$ cat config.mk
export PLATFORM = sky130hd
export DESIGN_NAME = cpu_alu_mdu_flat
export DESIGN_NICKNAME = d
export VERILOG_FILES = /design/src/rtl/cpu_alu_mdu_pkg.sv /design/src/rtl/cpu_alu_mdu_if.sv /design/src/rtl/cpu_alu_mdu_iter.sv /design/src/rtl/cpu_alu_mdu.sv /design/src/flat_wrapper.sv
export SDC_FILE = /design/constraint.sdc
export NUM_CORES = 1
export LEC_CHECK = 0
export CORE_MARGIN = 5
export CORE_UTILIZATION = 24
export DETAILED_ROUTE_END_ITERATION = 10
export HOLD_SLACK_MARGIN = 0.06
export MAX_ROUTING_LAYER = met4
export PLACE_DENSITY = 0.42
export SETUP_SLACK_MARGIN = 0.3
export SYNTH_ARGS = -nofsm -noshare
export SYNTH_HDL_FRONTEND = slang
export SYNTH_SLANG_ARGS = --single-unit
export TNS_END_PERCENT = 5
$ cat constraint.sdc
create_clock -name clk -period 20.1 [get_ports clk]
set_input_delay 4.02 -clock clk [delete_from_list [all_inputs] [get_ports clk]]
set_output_delay 4.02 -clock clk [all_outputs]
set_load 0.02 [all_outputs]
$ cat src/rtl/cpu_alu_mdu_pkg.sv
// Shared decode constants and FSM state type for the cpu_alu_mdu execute unit.
package cpu_alu_mdu_pkg;

  localparam logic [2:0] F3_ADD  = 3'b000;
  localparam logic [2:0] F3_SL   = 3'b001;
  localparam logic [2:0] F3_SLT  = 3'b010;
  localparam logic [2:0] F3_SLTU = 3'b011;
  localparam logic [2:0] F3_XOR  = 3'b100;
  localparam logic [2:0] F3_SR   = 3'b101;
  localparam logic [2:0] F3_OR   = 3'b110;
  localparam logic [2:0] F3_AND  = 3'b111;

  localparam logic [2:0] F3_MUL    = 3'b000;
  localparam logic [2:0] F3_MULH   = 3'b001;
  localparam logic [2:0] F3_MULHSU = 3'b010;
  localparam logic [2:0] F3_MULHU  = 3'b011;
  localparam logic [2:0] F3_DIV    = 3'b100;
  localparam logic [2:0] F3_DIVU   = 3'b101;
  localparam logic [2:0] F3_REM    = 3'b110;
  localparam logic [2:0] F3_REMU   = 3'b111;

  localparam logic [6:0] MOD_BASE   = 7'b0000000;
  localparam logic [6:0] MOD_ALT    = 7'b0100000;
  localparam logic [6:0] MOD_MULDIV = 7'b0000001;

  typedef enum logic [1:0] {
    ST_IDLE = 2'd0,
    ST_BUSY = 2'd1,
    ST_DONE = 2'd2
  } state_e;

endpackage

$ cat src/rtl/cpu_alu_mdu_if.sv
// Request/response handshake bundle between operand select, the ALU/MDU and writeback.
interface cpu_alu_mdu_if #(
  parameter int unsigned XLEN = 32
);
  logic            in_valid;
  logic            in_ready;
  logic [2:0]      operation;
  logic [6:0]      mod;
  logic [XLEN-1:0] operand_a;
  logic [XLEN-1:0] operand_b;
  logic            out_valid;
  logic            out_ready;
  logic [XLEN-1:0] result;
  logic            invalid_opcode;
  logic            div_by_zero;

  modport master (
    output in_valid, operation, mod, operand_a, operand_b, out_ready,
    input  in_ready, out_valid, result, invalid_opcode, div_by_zero
  );

  modport slave (
    input  in_valid, operation, mod, operand_a, operand_b, out_ready,
    output in_ready, out_valid, result, invalid_opcode, div_by_zero
  );
endinterface

$ cat src/rtl/cpu_alu_mdu_iter.sv
// One-bit-per-cycle shift/add (multiply) and shift/subtract (restoring divide) datapath.
module cpu_alu_mdu_iter #(
  parameter int unsigned XLEN = 32
) (
  input  logic            clk,
  input  logic            rst_n,
  input  logic            start_i,
  input  logic            step_i,
  input  logic            is_div_i,
  input  logic [XLEN-1:0] a_i,
  input  logic [XLEN-1:0] b_i,
  output logic            last_o,
  output logic [XLEN-1:0] hi_o,
  output logic [XLEN-1:0] lo_o
);
  localparam int unsigned CNT_W = $clog2(XLEN);

  logic [XLEN-1:0]  hi_q, hi_d, lo_q, lo_d, opd_q;
  logic             div_q;
  logic [CNT_W-1:0] cnt_q;
  logic [XLEN:0]    ain, mul_base;
  logic [XLEN+1:0]  addend, sum;

  // One adder serves both: hi+mcand for multiply, {hi,msb(lo)}-divisor for divide.
  always_comb begin
    ain      = div_q ? {hi_q, lo_q[XLEN-1]} : {1'b0, hi_q};
    addend   = div_q ? ~{2'b00, opd_q} : {2'b00, opd_q};
    sum      = {1'b0, ain} + addend + {{(XLEN+1){1'b0}}, div_q};
    mul_base = lo_q[0] ? sum[XLEN:0] : ain;
    if (div_q) begin
      hi_d = sum[XLEN+1] ? ain[XLEN-1:0] : sum[XLEN-1:0];
      lo_d = {lo_q[XLEN-2:0], ~sum[XLEN+1]};
    end else begin
      hi_d = mul_base[XLEN:1];
      lo_d = {mul_base[0], lo_q[XLEN-1:1]};
    end
  end

  always_ff @(posedge clk or negedge rst_n) begin
    if (!rst_n) begin
      hi_q  <= '0;
      lo_q  <= '0;
      opd_q <= '0;
      div_q <= 1'b0;
      cnt_q <= '0;
    end else if (start_i) begin
      hi_q  <= '0;
      lo_q  <= a_i;
      opd_q <= b_i;
      div_q <= is_div_i;
      cnt_q <= '0;
    end else if (step_i) begin
      hi_q  <= hi_d;
      lo_q  <= lo_d;
      cnt_q <= cnt_q + CNT_W'(1);
    end
  end

  assign last_o = step_i && (cnt_q == CNT_W'(XLEN - 1));
  assign hi_o   = hi_d;
  assign lo_o   = lo_d;
endmodule

$ cat src/rtl/cpu_alu_mdu.sv
// RV32I ALU + RV32M multiply/divide execute unit with valid/ready handshakes.
// Define CPU_ALU_MDU_FAST_MUL_EN for single-cycle combinational MUL* ops.
module cpu_alu_mdu
  import cpu_alu_mdu_pkg::*;
#(
  parameter int unsigned XLEN    = 32,
  parameter int unsigned SHAMT_W = $clog2(XLEN)
) (
  input logic          clk,
  input logic          rst_n,
  cpu_alu_mdu_if.slave bus
);
  localparam logic [XLEN-1:0] MIN_V = {1'b1, {(XLEN-1){1'b0}}};

  state_e              state_q, state_d;
  logic [XLEN-1:0]     a, b, mag_a, mag_b, alu_res, sra_res, single_res, iter_res, mul_res;
  logic [XLEN-1:0]     div_word, result_q, result_d, it_hi, it_lo;
  logic [2:0]          op;
  logic [6:0]          md;
  logic [SHAMT_W-1:0]  shamt;
  logic is_m, is_div, invalid, a_sgn, b_sgn, a_neg, b_neg, div_zero, div_ovf, mul_single;
  logic iter_op, in_ready, accept, it_start, it_step, it_last;
  logic inv_q, inv_d, dbz_q, dbz_d, fix_neg_q, fix_hi_q, fix_div_q;

  function automatic logic [XLEN-1:0] mul_word(input logic [2*XLEN-1:0] p, input logic neg,
                                               input logic hi);
    logic [2*XLEN-1:0] s;
    s = neg ? -p : p;
    return hi ? s[2*XLEN-1:XLEN] : s[XLEN-1:0];
  endfunction

  assign a     = bus.operand_a;
  assign b     = bus.operand_b;
  assign op    = bus.operation;
  assign md    = bus.mod;
  assign shamt = b[SHAMT_W-1:0];

  assign is_m     = (md == MOD_MULDIV);
  assign invalid  = !((md == MOD_BASE) || is_m || ((md == MOD_ALT) && (op == F3_ADD || op == F3_SR)));
  assign is_div   = is_m && op[2];
  // Divides: both signed unless the U variant; multiplies: MULHU none, MULHSU only a.
  assign a_sgn    = op[2] ? ~op[0] : ~(op[1] & op[0]);
  assign b_sgn    = op[2] ? ~op[0] : ~op[1];
  assign a_neg    = a_sgn & a[XLEN-1];
  assign b_neg    = b_sgn & b[XLEN-1];
  assign mag_a    = a_neg ? -a : a;
  assign mag_b    = b_neg ? -b : b;
  assign div_zero = is_div && (b == '0);
  assign div_ovf  = is_div && ~op[0] && (a == MIN_V) && (b == '1);

`ifdef CPU_ALU_MDU_FAST_MUL_EN
  logic [2*XLEN-1:0] fast_prod;
  assign fast_prod  = {{XLEN{1'b0}}, mag_a} * {{XLEN{1'b0}}, mag_b};
  assign mul_res    = mul_word(fast_prod, a_neg ^ b_neg, op[1:0] != 2'b00);
  assign mul_single = 1'b1;
`else
  assign mul_res    = '0;
  assign mul_single = 1'b0;
`endif

  assign iter_op  = !invalid && is_m && (op[2] ? !(div_zero || div_ovf) : !mul_single);
  assign in_ready = (state_q == ST_IDLE) || ((state_q == ST_DONE) && bus.out_ready);
  assign accept   = bus.in_valid && in_ready;
  assign it_start = accept && iter_op;
  assign it_step  = (state_q == ST_BUSY);
  assign sra_res  = $signed(a) >>> shamt;

  cpu_alu_mdu_iter #(.XLEN(XLEN)) u_iter (
    .clk      (clk),
    .rst_n    (rst_n),
    .start_i  (it_start),
    .step_i   (it_step),
    .is_div_i (is_div),
    .a_i      (mag_a),
    .b_i      (mag_b),
    .last_o   (it_last),
    .hi_o     (it_hi),
    .lo_o     (it_lo)
  );

  always_comb begin
    alu_res = '0;
    case (op)
      F3_ADD:  alu_res = (md == MOD_ALT) ? a - b : a + b;
      F3_SL:   alu_res = a << shamt;
      F3_SLT:  alu_res = {{(XLEN-1){1'b0}}, $signed(a) < $signed(b)};
      F3_SLTU: alu_res = {{(XLEN-1){1'b0}}, a < b};
      F3_XOR:  alu_res = a ^ b;
      F3_SR:   alu_res = (md == MOD_ALT) ? sra_res : a >> shamt;
      F3_OR:   alu_res = a | b;
      F3_AND:  alu_res = a & b;
      default: alu_res = '0;
    endcase
    // Overflow quotient is MIN, which is operand a itself.
    if (invalid)     single_res = '0;
    else if (is_div) single_res = div_zero ? (op[1] ? a : '1) : (op[1] ? '0 : a);
    else if (is_m)   single_res = mul_res;
    else             single_res = alu_res;
  end

  always_comb begin
    div_word = fix_hi_q ? it_hi : it_lo;
    iter_res = fix_div_q ? (fix_neg_q ? -div_word : div_word)
                         : mul_word({it_hi, it_lo}, fix_neg_q, fix_hi_q);
  end

  always_comb begin
    state_d  = state_q;
    result_d = result_q;
    inv_d    = inv_q;
    dbz_d    = dbz_q;
    case (state_q)
      ST_IDLE, ST_DONE: begin
        if (accept)                                           state_d = iter_op ? ST_BUSY : ST_DONE;
        else if ((state_q == ST_DONE) && bus.out_ready)       state_d = ST_IDLE;
      end
      ST_BUSY: if (it_last) state_d = ST_DONE;
      default: state_d = ST_IDLE;
    endcase
    if (accept && !iter_op) begin
      result_d = single_res;
      inv_d    = invalid;
      dbz_d    = div_zero;
    end else if (accept) begin
      inv_d = 1'b0;
      dbz_d = 1'b0;
    end else if (it_last) begin
      result_d = iter_res;
    end
  end

  always_ff @(posedge clk or negedge rst_n) begin
    if (!rst_n) begin
      state_q   <= ST_IDLE;
      result_q  <= '0;
      inv_q     <= 1'b0;
      dbz_q     <= 1'b0;
      fix_neg_q <= 1'b0;
      fix_hi_q  <= 1'b0;
      fix_div_q <= 1'b0;
    end else begin
      state_q  <= state_d;
      result_q <= result_d;
      inv_q    <= inv_d;
      dbz_q    <= dbz_d;
      if (it_start) begin
        fix_neg_q <= (op[2] && op[1]) ? a_neg : (a_neg ^ b_neg);
        fix_hi_q  <= op[2] ? op[1] : (op[1:0] != 2'b00);
        fix_div_q <= op[2];
      end
    end
  end

  assign bus.in_ready       = in_ready;
  assign bus.out_valid      = (state_q == ST_DONE);
  assign bus.result         = result_q;
  assign bus.invalid_opcode = inv_q;
  assign bus.div_by_zero    = dbz_q;
endmodule
$ cat src/flat_wrapper.sv
// flat-port wrapper written by rule: the top's interface ports become plain ports
module cpu_alu_mdu_flat import cpu_alu_mdu_pkg::*;
#(
  parameter int unsigned XLEN    = 32,
  parameter int unsigned SHAMT_W = $clog2(XLEN)
)
  (clk, rst_n, bus_in_valid, bus_operation, bus_mod, bus_operand_a, bus_operand_b, bus_out_ready, bus_in_ready, bus_out_valid, bus_result, bus_invalid_opcode, bus_div_by_zero);
  cpu_alu_mdu_if #(.XLEN(XLEN)) bus_i ();
  input logic clk;
  input logic rst_n;
  input wire logic [$bits(bus_i.in_valid)-1:0] bus_in_valid;
  input wire logic [$bits(bus_i.operation)-1:0] bus_operation;
  input wire logic [$bits(bus_i.mod)-1:0] bus_mod;
  input wire logic [$bits(bus_i.operand_a)-1:0] bus_operand_a;
  input wire logic [$bits(bus_i.operand_b)-1:0] bus_operand_b;
  input wire logic [$bits(bus_i.out_ready)-1:0] bus_out_ready;
  output wire logic [$bits(bus_i.in_ready)-1:0] bus_in_ready;
  output wire logic [$bits(bus_i.out_valid)-1:0] bus_out_valid;
  output wire logic [$bits(bus_i.result)-1:0] bus_result;
  output wire logic [$bits(bus_i.invalid_opcode)-1:0] bus_invalid_opcode;
  output wire logic [$bits(bus_i.div_by_zero)-1:0] bus_div_by_zero;
  assign bus_i.in_valid = bus_in_valid;
  assign bus_i.operation = bus_operation;
  assign bus_i.mod = bus_mod;
  assign bus_i.operand_a = bus_operand_a;
  assign bus_i.operand_b = bus_operand_b;
  assign bus_i.out_ready = bus_out_ready;
  assign bus_in_ready = bus_i.in_ready;
  assign bus_out_valid = bus_i.out_valid;
  assign bus_result = bus_i.result;
  assign bus_invalid_opcode = bus_i.invalid_opcode;
  assign bus_div_by_zero = bus_i.div_by_zero;
  cpu_alu_mdu #(.XLEN(XLEN), .SHAMT_W(SHAMT_W)) u_core (.clk(clk), .rst_n(rst_n), .bus(bus_i));
endmodule
# After elaboration in Yosys (flattened, before gate mapping)

Index checks and enable logic that the tools add are counted.
Widths: inputs -> output; s select.

Flip-flop bits (word level): 141
Output and inout port bits: 36

Add/subtract/negate cells: 9
Magnitude comparators: 2
Eq/ne operators: 17
Shift-type cells: 3
Mux-type cells: 44
Bitwise gates (word level): 12
Reductions and logical operators: 33

Operators with widths:

| operator             | count |
|---|---|
| $mux 32              | 24 |
| $pmux 32 s8          | 1 |
| $neg 32->32          | 3 |
| $mux 33              | 2 |
| $eq 32x32->1 const B | 2 |
| $lt 32x32->1         | 2 |
| $mux 64              | 1 |
| $neg 64->64          | 1 |
| $add 33x34->34       | 1 |
| $add 34x1->34        | 1 |
| $mux 34              | 1 |
| $not 32->34          | 1 |
| $add 32x32->32       | 1 |
| $and 32x32->32       | 1 |
| $logic_not 32->1     | 1 |
| $or 32x32->32        | 1 |
| $shl 32x5->32        | 1 |
| $shr 32x5->32        | 1 |
| $sshr 32x5->32       | 1 |
| $sub 32x32->32       | 1 |
| $xor 32x32->32       | 1 |
| $logic_and 1x1->1    | 14 |
| $eq 3x3->1 const B   | 4 |
| $mux 5               | 2 |
| 25 further kinds     | 51 |

# Logic depth before layout (Yosys ltp)

Gate-level depths: netlist (run 1).

Depth after elaboration: 13
Mapped depth: 31
Mapped depth without buffers: 22

# Hierarchy

A second synthesis (run 1) with hierarchy kept.

Cells, all modules: 3221
Area, all modules: 24091.9 um^2

By module, submodules not included:

| module           | instances | cells each | area each (um^2) | sequential area each (um^2) |
|---|---|---|---|---|
| cpu_alu_mdu      | 1         | 2235       | 15521.1          | 975.9 |
| cpu_alu_mdu_iter | 1         | 986        | 8570.7           | 2552.4 |

# Worst setup path after synthesis (run 1)

OpenSTA, ideal clock, no wires.

Kind: in2out
From: in bus_out_ready
To: out bus_in_ready
Data arrival time: 4483 ps
Required time: 16080 ps
Path slack: 11597 ps
Stages: 2
Buffers on the path: 0
Cells stage by stage: inv_1 -> a21oi_1

Longest elaborated chain between the ends: 2

Ends and longest elaborated chain:

| element           | RTL line           | text |
|---|---|---|
| start, declared   | flat_wrapper.sv:16 | `input wire logic [$bits(bus_i.out_ready)-1:0] bus_out_ready;` |
| $logic_and 1x1->1 | cpu_alu_mdu.sv:62  | `assign in_ready = (state_q == ST_IDLE) \|\| ((state_q == ST_DONE) && bus.out_ready);` |
| $logic_or 1x1->1  | cpu_alu_mdu.sv:62  |  |
| end, declared     | flat_wrapper.sv:17 | `output wire logic [$bits(bus_i.in_ready)-1:0] bus_in_ready;` |

Every way passes these cells.

# Worst setup path in the final report (run 1)

From: in bus_operand_b[1]
To: reg u_core.result_q[15], in the netlist u_core.bus.result[15]

Longest elaborated chain between the ends: 10
Elaborated cells between the ends (all ways): 26

Ends and longest elaborated chain:

| element                                                 | RTL line           | text |
|---|---|---|
| start, declared                                         | flat_wrapper.sv:15 | `input wire logic [$bits(bus_i.operand_b)-1:0] bus_operand_b;` |
| branches (longest 10 deep; another with $add 32x32->32) | -                  |  |
| end signal, assigned                                    | cpu_alu_mdu.sv:143 | `result_q <= result_d;` |
| end, declared                                           | cpu_alu_mdu.sv:17  | `logic [XLEN-1:0] div_word, result_q, result_d, it_hi, it_lo;` |

Several ways; the timed one is not identified.
A chain may end at the register's enable or synchronous reset.

==> results of run 1 <==
flip-flops by register name (all words and copies together), names as in the netlist:
name and count:
u_core.bus.div_by_zero 1, u_core.u_iter.opd_q 32, u_core.bus.result 32, u_core.u_iter.div_q 1
u_core.bus.invalid_opcode 1, u_core.u_iter.lo_q 32, u_core.u_iter.cnt_q 5, u_core.u_iter.hi_q 32
u_core.fix_div_q 1, u_core.fix_hi_q 1, u_core.fix_neg_q 1, u_core.state_q 2
where the power goes:
part,total (mW),switching (mW),internal [mW]
logic,1.13,0.746,0.384
clock network,0.326,0.160,0.166
registers,0.353,0.0405,0.312
cells in the mapped netlist, types with 38 or more instances:
| master | instances |
|---|---|
| a211oi_1 | 45 |
| a21o_1 | 38 |
| a21oi_1 | 289 |
| a221o_1 | 41 |
| a31oi_1 | 56 |
| buf_1 | 38 |
| clkbuf_1 | 195 |
| dfrtp_1 | 141 |
| ha_1 | 135 |
| inv_1 | 137 |
| mux2i_1 | 109 |
| nand2_1 | 317 |
| nand3_1 | 105 |
| nand4_1 | 41 |
| nor2_1 | 375 |
| nor3_1 | 78 |
| o21ai_0 | 310 |
| o22ai_1 | 59 |
| o31ai_1 | 42 |
| or3_1 | 39 |
| xnor2_1 | 111 |
| xor2_1 | 57 |
worst max path at each step:
stage                                              endpoint  depth (start not counted)        startpoint
after CTS                 u_core.bus.result[15]$_DFFE_PN0P_                         13  bus_operand_b[1]
after detailed placement  u_core.bus.result[15]$_DFFE_PN0P_                         13  bus_operand_b[1]
after global placement    u_core.bus.result[15]$_DFFE_PN0P_                         13  bus_operand_b[1]
final                     u_core.bus.result[15]$_DFFE_PN0P_                         13  bus_operand_b[1]
after floorplan                                bus_in_ready                          2     bus_out_ready
after global routing      u_core.bus.result[15]$_DFFE_PN0P_                         13  bus_operand_b[1]
cells in the final DEF (no fill, tap or decap), types with 32 or more instances in the layout:
cell             instances
o31ai_1                 42
or3_1                   39
ha_1                   135
o21ai_0                310
o22ai_1                 59
nand3_1                105
nand2_1                317
nand4_1                 41
nand2b_1                34
mux2i_1                109
inv_1                  135
and2_1                  33
nor3_1                  77
a221o_1                 41
mux2_2                  32
nor2_1                 372
a211oi_1                45
buf_4                   79
dfrtp_1                138
xor2_1                  57
a21oi_1                289
a21o_1                  38
clkdlybuf4s50_1        106
a31oi_1                 56
xnor2_1                111
stage by stage:
stage | power [mW] | hold WS, ns | std cells
floorplan | 1.09 | 0.458 | 3455
CTS | 1.79 | 0.496 | 4778
global route | 1.91 | 0.537 | 4782
detailed placement | 1.46 | 0.479 | 4746
global placement | 1.46 | 0.471 | 4746
finish | 1.81 | 0.491 | 4783
critical path, stage by stage:
cell	delay, ns
buf_2	0.24
buf_4	0.55
ha_1	0.25
nand4_1	0.24
nor4_1	0.80
nand3_1	0.28
nor4_1	0.48
a21oi_1	0.21
o21ai_1	0.46
nand3_1	0.63
nor2_1	1.09
o211ai_1	0.36
a221oi_1	0.37
layout make-up:
class	instances	area [µm²]
Antenna cell	5	12.5
Clock inverter	14	124
Clock buffer	18	439
Tap cell	1368	1710
Multi-Input combinational cell	2904	19400
Timing Repair Buffer	191	1690
Sequential cell	141	3530
Inverter	142	533
Fill cell	11430	74200
cells by family (layout without fill, tap and decap cells):
kind of cell               after synthesis  count (layout)  synth area share, %
DFF                                    141             141                 14.4
other                                    0               5                    0
xor gates and xnor gates               168             168                 6.01
AOI/OAI and AO/OA                     1236            1236                 33.5
muxes                                  169             169                 8.42
adders and majority gates              138             138                 7.14
buffers and inverters                  410             365                 6.79
and+or+nand+nor                       1193            1193                 23.7
layer usage:
layer | up-vias | track usage [%] | share of wire, % | routed length [µm]
met2 | 1302 | 38.5 | 46 | 61300
li1 | 12790 | - | - | -
met1 | 13837 | 32.0 | 44 | 58400
met3 | 204 | 2.94 | 6.5 | 8680
met5 | - | - | 0 | 0
met4 | 0 | 8.73 | 4.1 | 5550
==> results by group, run 1 <==
Outcome
  • Status: completed

Die
  • Initial core utilization: 24.1%
  • Width of the die: 329 µm
  • Height of the die: 329 µm
  • Area of the die: 109,000 µm²
  • Number of rows in the core area: 117
  • # IOs: 114
  • Floorplan Core Area: a little over 100,000 µm²

Place
  • Area after DPL: around 27,000 µm²
  • HPWL after detailed placement: 105,000 µm
  • # port buffers: 113
  • Placement-stage worst setup slack: 10.05 ns
  • Weighted congestion reported at the end of routability-driven placement: around 1

Clock tree
  • Count of hold-fix buffers inserted at cts: 0
  • Clock buffers created by TritonCTS: 17
  • Number of post-CTS setup repair buffers: 0
  • Number of H-tree levels: 4
  • Clock Root Buffer: clkbuf_16
  • Maximum number of buffers from clock root to sink: 2
  • Clk pin slew, worst setup/hold paths: around 0.070 ns
  • Clock latency on the worst-skew pair: ~0.46 ns
  • CTS sink cnt: ~140
  • Post-cts sizing count: 0
  • Clock tree from TritonCTS: done

Global route
  • Wire length of the first global-routing pass: around 190,000 µm
  • Grt ovf: 0
  • Number of antenna violations at the first check in global routing: 6
  • Via count of the first global-routing pass: between 20,000 and 30,000
  • Aggregate global-route resource usage: 24.3%
  • Pin count of the biggest net entering global routing: 92

Power
  • Leakage dissipation: 10.8 nW
  • Cell area power density: ~66 nW/µm²
  • Worst IR drop on VDD: 0.0631 mV

Layout
  • Net total in the final layout: 3,613
  • Util after Layout: 27.0%
  • Signed area change from the synthesized netlist to the final layout: 11.9%
  • Ratio of cells with drive above 1 in the final layout: 8.24%
  • Design area: between 20,000 and 30,000 µm²

Synthesis
  • Share of synthesized registers carrying an async set or reset: 100%
  • Number of warnings issued by yosys: 0
  • Mean Syn Cell Area: between 7 and 8 µm²
  • Post-synth EDFFs: 0
  • Cells after synthesis: 3,455
  • Top cells by area in the synthesized netlist: dfrtp_1, ha_1, o21ai_0, a21oi_1, nor2_1
  • Area fraction of the dominant cell type after synthesis: 14.4%
  • Number of distinct library cell variants in the gate-level netlist after synthesis: 113
  • Net count after synthesis: 3,671
  • Synthesized area: 24,500 µm²
  • Cell type contributing the most total cell area after synthesis: dfrtp_1
  • Most used flip-flop cell after synthesis: dfrtp_1
  • Sequential fraction of the synthesis area: about 14%
  • Number of synthesized register bits: 141

Timing
  • Final Hold Viols: 0
  • Final period util: 48.3%
  • Final max-slew violation count: 0
  • Number of endpoints failing setup at the final stage: 0
  • Post-layout min period: between 9 and 10 ns
  • Worst setup margin: between 10 and 15 ns
  • Headroom to the max-slew limit: about 13%
  • Maximum frequency from static timing analysis: just over 100 MHz
  • Worst Tran Pin Value: 1.30 ns
  • Clock tree skew after final layout: 0.0182 ns
  • Final setup TNS: 0 ns
  • Unrepaired setup endpoints after global routing: false

Route
  • Detailed-routing iteration count for the pre-antenna-repair pass: 7
  • 1st-iter DRT viols: 3,227
  • Via density per instance: approximately 5.9
  • Total number of vias: 28,133
  • Wire length after detailed routing: 134,000 µm
  • Post-route DRC violation count: 0
  • Post-detailed-route count of antenna-violating nets: 0
  • Detail-routed net length per standard cell: 28.0 µm

Setup path
  • Critical path fanouts, max: 46
  • Worst flop-to-flop path startpoint: u_core.u_iter.div_q$_DFFE_PN0P_
  • Worst r2r dst: u_core.bus.result[4]$_DFFE_PN0P_
  • CP Capture Type: flip-flop
  • Worst-case reg-to-reg path depth: 20
  • Start-to-end type of the worst setup path: input port to flip-flop
  • Critical path startpoint category: input port
  • Worst EP arrival: 10.05 ns
  • Required time at the worst-slack endpoint: 20.45 ns
  • Slack of the worst reg-to-reg path: 11.59 ns

Hold path
  • Launch instance of the worst min-delay path: u_core.bus.invalid_opcode$_DFFE_PN0P_
  • Cells on Worst Hold Path: 2
  • Hold EP: u_core.bus.invalid_opcode$_DFFE_PN0P_
  • HP Class: flip-flop to flip-flop

Flow run
  • Max-cap violations: 0
(Power assumes the default switching activity.)
==> inputs of run 2 (changes only) <==
==> constraint.sdc (replaced) <==
create_clock -name clk -period 9.15 [get_ports clk]
set_input_delay 1.83 -clock clk [delete_from_list [all_inputs] [get_ports clk]]
set_output_delay 1.83 -clock clk [all_outputs]
set_load 0.02 [all_outputs]
==> results by group, run 2 (same netlist as run 1, synthesis figures left out) <==
Global route
  • Grt ovf: 0 (unchanged)
  • Via count of the first global-routing pass: 26,667 (was 26,447)
  • Pin count of the biggest net entering global routing: 77 (was 92)
  • Aggregate global-route resource usage: 24.9% (was 24.3%)
  • Number of antenna violations at the first check in global routing: 3 (was 6)
  • Wire length of the first global-routing pass: 195,000 µm (was 192,000 µm)

Setup path
  • Required time at the worst-slack endpoint: 9.51 ns (was 20.45 ns)
  • Longest individual stage delay on the worst path: 1.00 ns (was 1.09 ns)
  • Start-to-end type of the worst setup path: input port to flip-flop (unchanged)
  • Slack of the worst reg-to-reg path: 1.97 ns (was 11.59 ns)
  • Worst flop-to-flop path startpoint: u_core.u_iter.div_q$_DFFE_PN0P_ (unchanged)
  • Worst EP arrival: 7.82 ns (was 10.05 ns)
  • Series of cell instances along the critical path: buf_4 -> ha_1 -> nand4_1 -> nor4_1 -> nand3_1 -> nor4_1 -> a21oi_1 -> o21ai_1 -> nor2b_1 -> nand2_1 -> nor2_1 -> nand4_1 -> o31a_1 -> o21ai_0 (was buf_2 -> buf_4 -> ha_1 -> nand4_1 -> nor4_1 -> nand3_1 -> nor4_1 -> a21oi_1 -> o21ai_1 -> nand3_1 -> nor2_1 -> o211ai_1 -> a221oi_1)
  • Critical path fanouts, max: 75 (was 46)
  • CP Capture Type: flip-flop (unchanged)
  • Critical path's slowest cell: nor4_1 (was nor2_1)
  • Worst-case reg-to-reg path depth: 14 (was 20)
  • Critical path startpoint category: input port (unchanged)
  • Worst r2r dst: u_core.bus.result[29]$_DFFE_PN0P_ (was u_core.bus.result[4]$_DFFE_PN0P_)

Route
  • Total number of vias: 28,230 (was 28,133)
  • Wire length after detailed routing: 137,000 µm (was 134,000 µm)
  • Post-route DRC violation count: 0 (unchanged)
  • 1st-iter DRT viols: 3,427 (was 3,227)
  • Detail-routed net length per standard cell: 28.6 µm (was 28.0 µm)
  • Via density per instance: 5.89 (was 5.88)
  • Detailed-routing iteration count for the pre-antenna-repair pass: 7 (unchanged)
  • Post-detailed-route count of antenna-violating nets: 0 (unchanged)

Layout
  • Signed area change from the synthesized netlist to the final layout: 12.1% (was 11.9%)
  • Most frequent cells in the layout: nor2_1, nand2_1, o21ai_0 (unchanged)
  • Ratio of cells with drive above 1 in the final layout: 8.42% (was 8.24%)
  • Design area: 27,500 µm² (was 27,400 µm²)
  • Commonest non-fill, non-tap cell in the layout: nor2_1 (unchanged)
  • Net total in the final layout: 3,623 (was 3,613)

Timing
  • Worst setup margin: 1.69 ns (was 10.40 ns)
  • Worst Tran Pin Value: 1.18 ns (was 1.30 ns)
  • Headroom to the max-slew limit: 19.6% (was 12.9%)
  • Final setup TNS: 0 ns (unchanged)
  • Clock tree skew after final layout: 0.0168 ns (was 0.0182 ns)
  • Unrepaired setup endpoints after global routing: false (unchanged)
  • Maximum frequency from static timing analysis: between 100 and 150 MHz
  • Post-layout min period: 7.46 ns
  • Final max-slew violation count: 0 (unchanged)
  • Final period util: 81.6%
  • Number of endpoints failing setup at the final stage: 0 (unchanged)
  • Final Hold Viols: 0 (unchanged)

Die
  • Area of the die: 109,000 µm² (unchanged)
  • # IOs: 114 (unchanged)
  • Number of rows in the core area: 117 (unchanged)
  • Height of the die: 329 µm (unchanged)
  • Floorplan Core Area: 102,000 µm² (unchanged)
  • Width of the die: 329 µm (unchanged)
  • Initial core utilization: 24.1% (unchanged)

Clock tree
  • Clock latency on the worst-skew pair: 0.48 ns (was 0.46 ns)
  • CTS sink cnt: 141 (unchanged)
  • Clock buffers created by TritonCTS: 17 (unchanged)
  • Clock tree from TritonCTS: done (unchanged)
  • Post-cts sizing count: 0 (unchanged)
  • Count of hold-fix buffers inserted at cts: 0 (unchanged)
  • Number of H-tree levels: 4 (unchanged)
  • Maximum number of buffers from clock root to sink: 2 (unchanged)
  • Number of post-CTS setup repair buffers: 0 (unchanged)
  • Clock Root Buffer: clkbuf_16 (unchanged)
  • Clk pin slew, worst setup/hold paths: 0.07 ns (about the same)

Hold path
  • HP Class: flip-flop to flip-flop (unchanged)
  • Hold EP: u_core.bus.div_by_zero$_DFFE_PN0P_ (was u_core.bus.invalid_opcode$_DFFE_PN0P_)
  • Cells on Worst Hold Path: 2 (unchanged)
  • Launch instance of the worst min-delay path: u_core.bus.div_by_zero$_DFFE_PN0P_ (was u_core.bus.invalid_opcode$_DFFE_PN0P_)

Power
  • Net Switching: 2.15 mW (was 947 µW)
  • Combinational fraction of design power: 63.0% (was 62.5%)
  • Sum of internal, switching and leakage power: 4.07 mW (was 1.81 mW)
  • Worst IR drop on VDD: 0.138 mV (was 0.0631 mV)
  • Switching part of the total power: 52.9% (was 52.3%)
  • Leakage dissipation: 10.8 nW (about the same)
  • Cell area power density: 148 nW/µm² (was 66.0 nW/µm²)
  • Part of the power in the clock network: 17.6% (was 18.0%)
  • Proportion of power drawn by flip-flops and latches: 19.4% (was 19.5%)
  • Cell internal pwr: 1.92 mW (was 862 µW)

Place
  • HPWL after detailed placement: 107,000 µm (was 105,000 µm)
  • Placement-stage worst setup slack: 1.35 ns (was 10.05 ns)
  • # port buffers: 113 (unchanged)
  • Area after DPL: 26,900 µm² (was 26,800 µm²)
  • Weighted congestion reported at the end of routability-driven placement: 1.00 (was 0.996)

Outcome
  • Status: completed (unchanged)

Flow run
  • Max-cap violations: 0 (unchanged)
run 2: metrics by stage:
step           cells  hold slack [ns]  utilization, %
4_1_cts         4788            0.507            27.0
3_5_place_dp    4756            0.492            26.5
2_1_floorplan   3455            0.458               -
3_3_place_gp    4756            0.475            26.5
5_1_grt         4790            0.526            27.0
6_report        4791            0.493            27.0
run 2: per-layer routing:
layer / part of all wire (%) / track usage [%] / vias up
met5: 0 / - / -
met4: 3.6 / 7.75 / 0
met3: 7.3 / 3.63 / 221
met2: 46 / 39.2 / 1281
li1: - / - / 12794
met1: 44 / 33.1 / 13934
run 2: worst max-delay path by stage:
stage,startpoint,end,slack [ns],cells past startpoint
after CTS,bus_operand_b[7],u_core.bus.result[0]$_DFFE_PN0P_,1.84,13
final,bus_operand_b[0],u_core.bus.result[0]$_DFFE_PN0P_,1.69,14
after detailed placement,bus_operand_b[7],u_core.bus.result[0]$_DFFE_PN0P_,1.35,13
after global placement,bus_operand_b[7],u_core.bus.result[0]$_DFFE_PN0P_,1.52,13
after global routing,bus_operand_b[7],u_core.bus.result[0]$_DFFE_PN0P_,1.30,13
after floorplan,u_core.u_iter.div_q$_DFFE_PN0P_,u_core.bus.result[4]$_DFFE_PN0P_,1.81,27
run 2: cell type report:
class | instances | area, µm²
clock buffer | 20 | 447
antenna | 3 | 7.51
multi-input combinational | 2904 | 19400
tap | 1368 | 1710
timing repair buffer | 201 | 1770
fill | 11431 | 74100
inverter | 142 | 533
clock inverter | 12 | 111
sequential | 141 | 3530
run 2: power by group through the flow:
stage / registers [mW] / clock network, mW / logic (mW)
after CTS: 0.785 / 0.721 / 2.51
final: 0.788 / 0.716 / 2.56
after global placement: 0.798 / 0 / 2.52
after floorplan: 0.756 / 0 / 1.63
after global routing: 0.794 / 0.746 / 2.74
after detailed placement: 0.797 / 0 / 2.50
run 2: critical path: cells and delay by family:
family	cells	cell delay (ns)
AOI/OAI and AO/OA	4	0.89
adders and majority gates	1	0.26
buffers and inverters	1	0.63
and+or+nand+nor	8	4.18
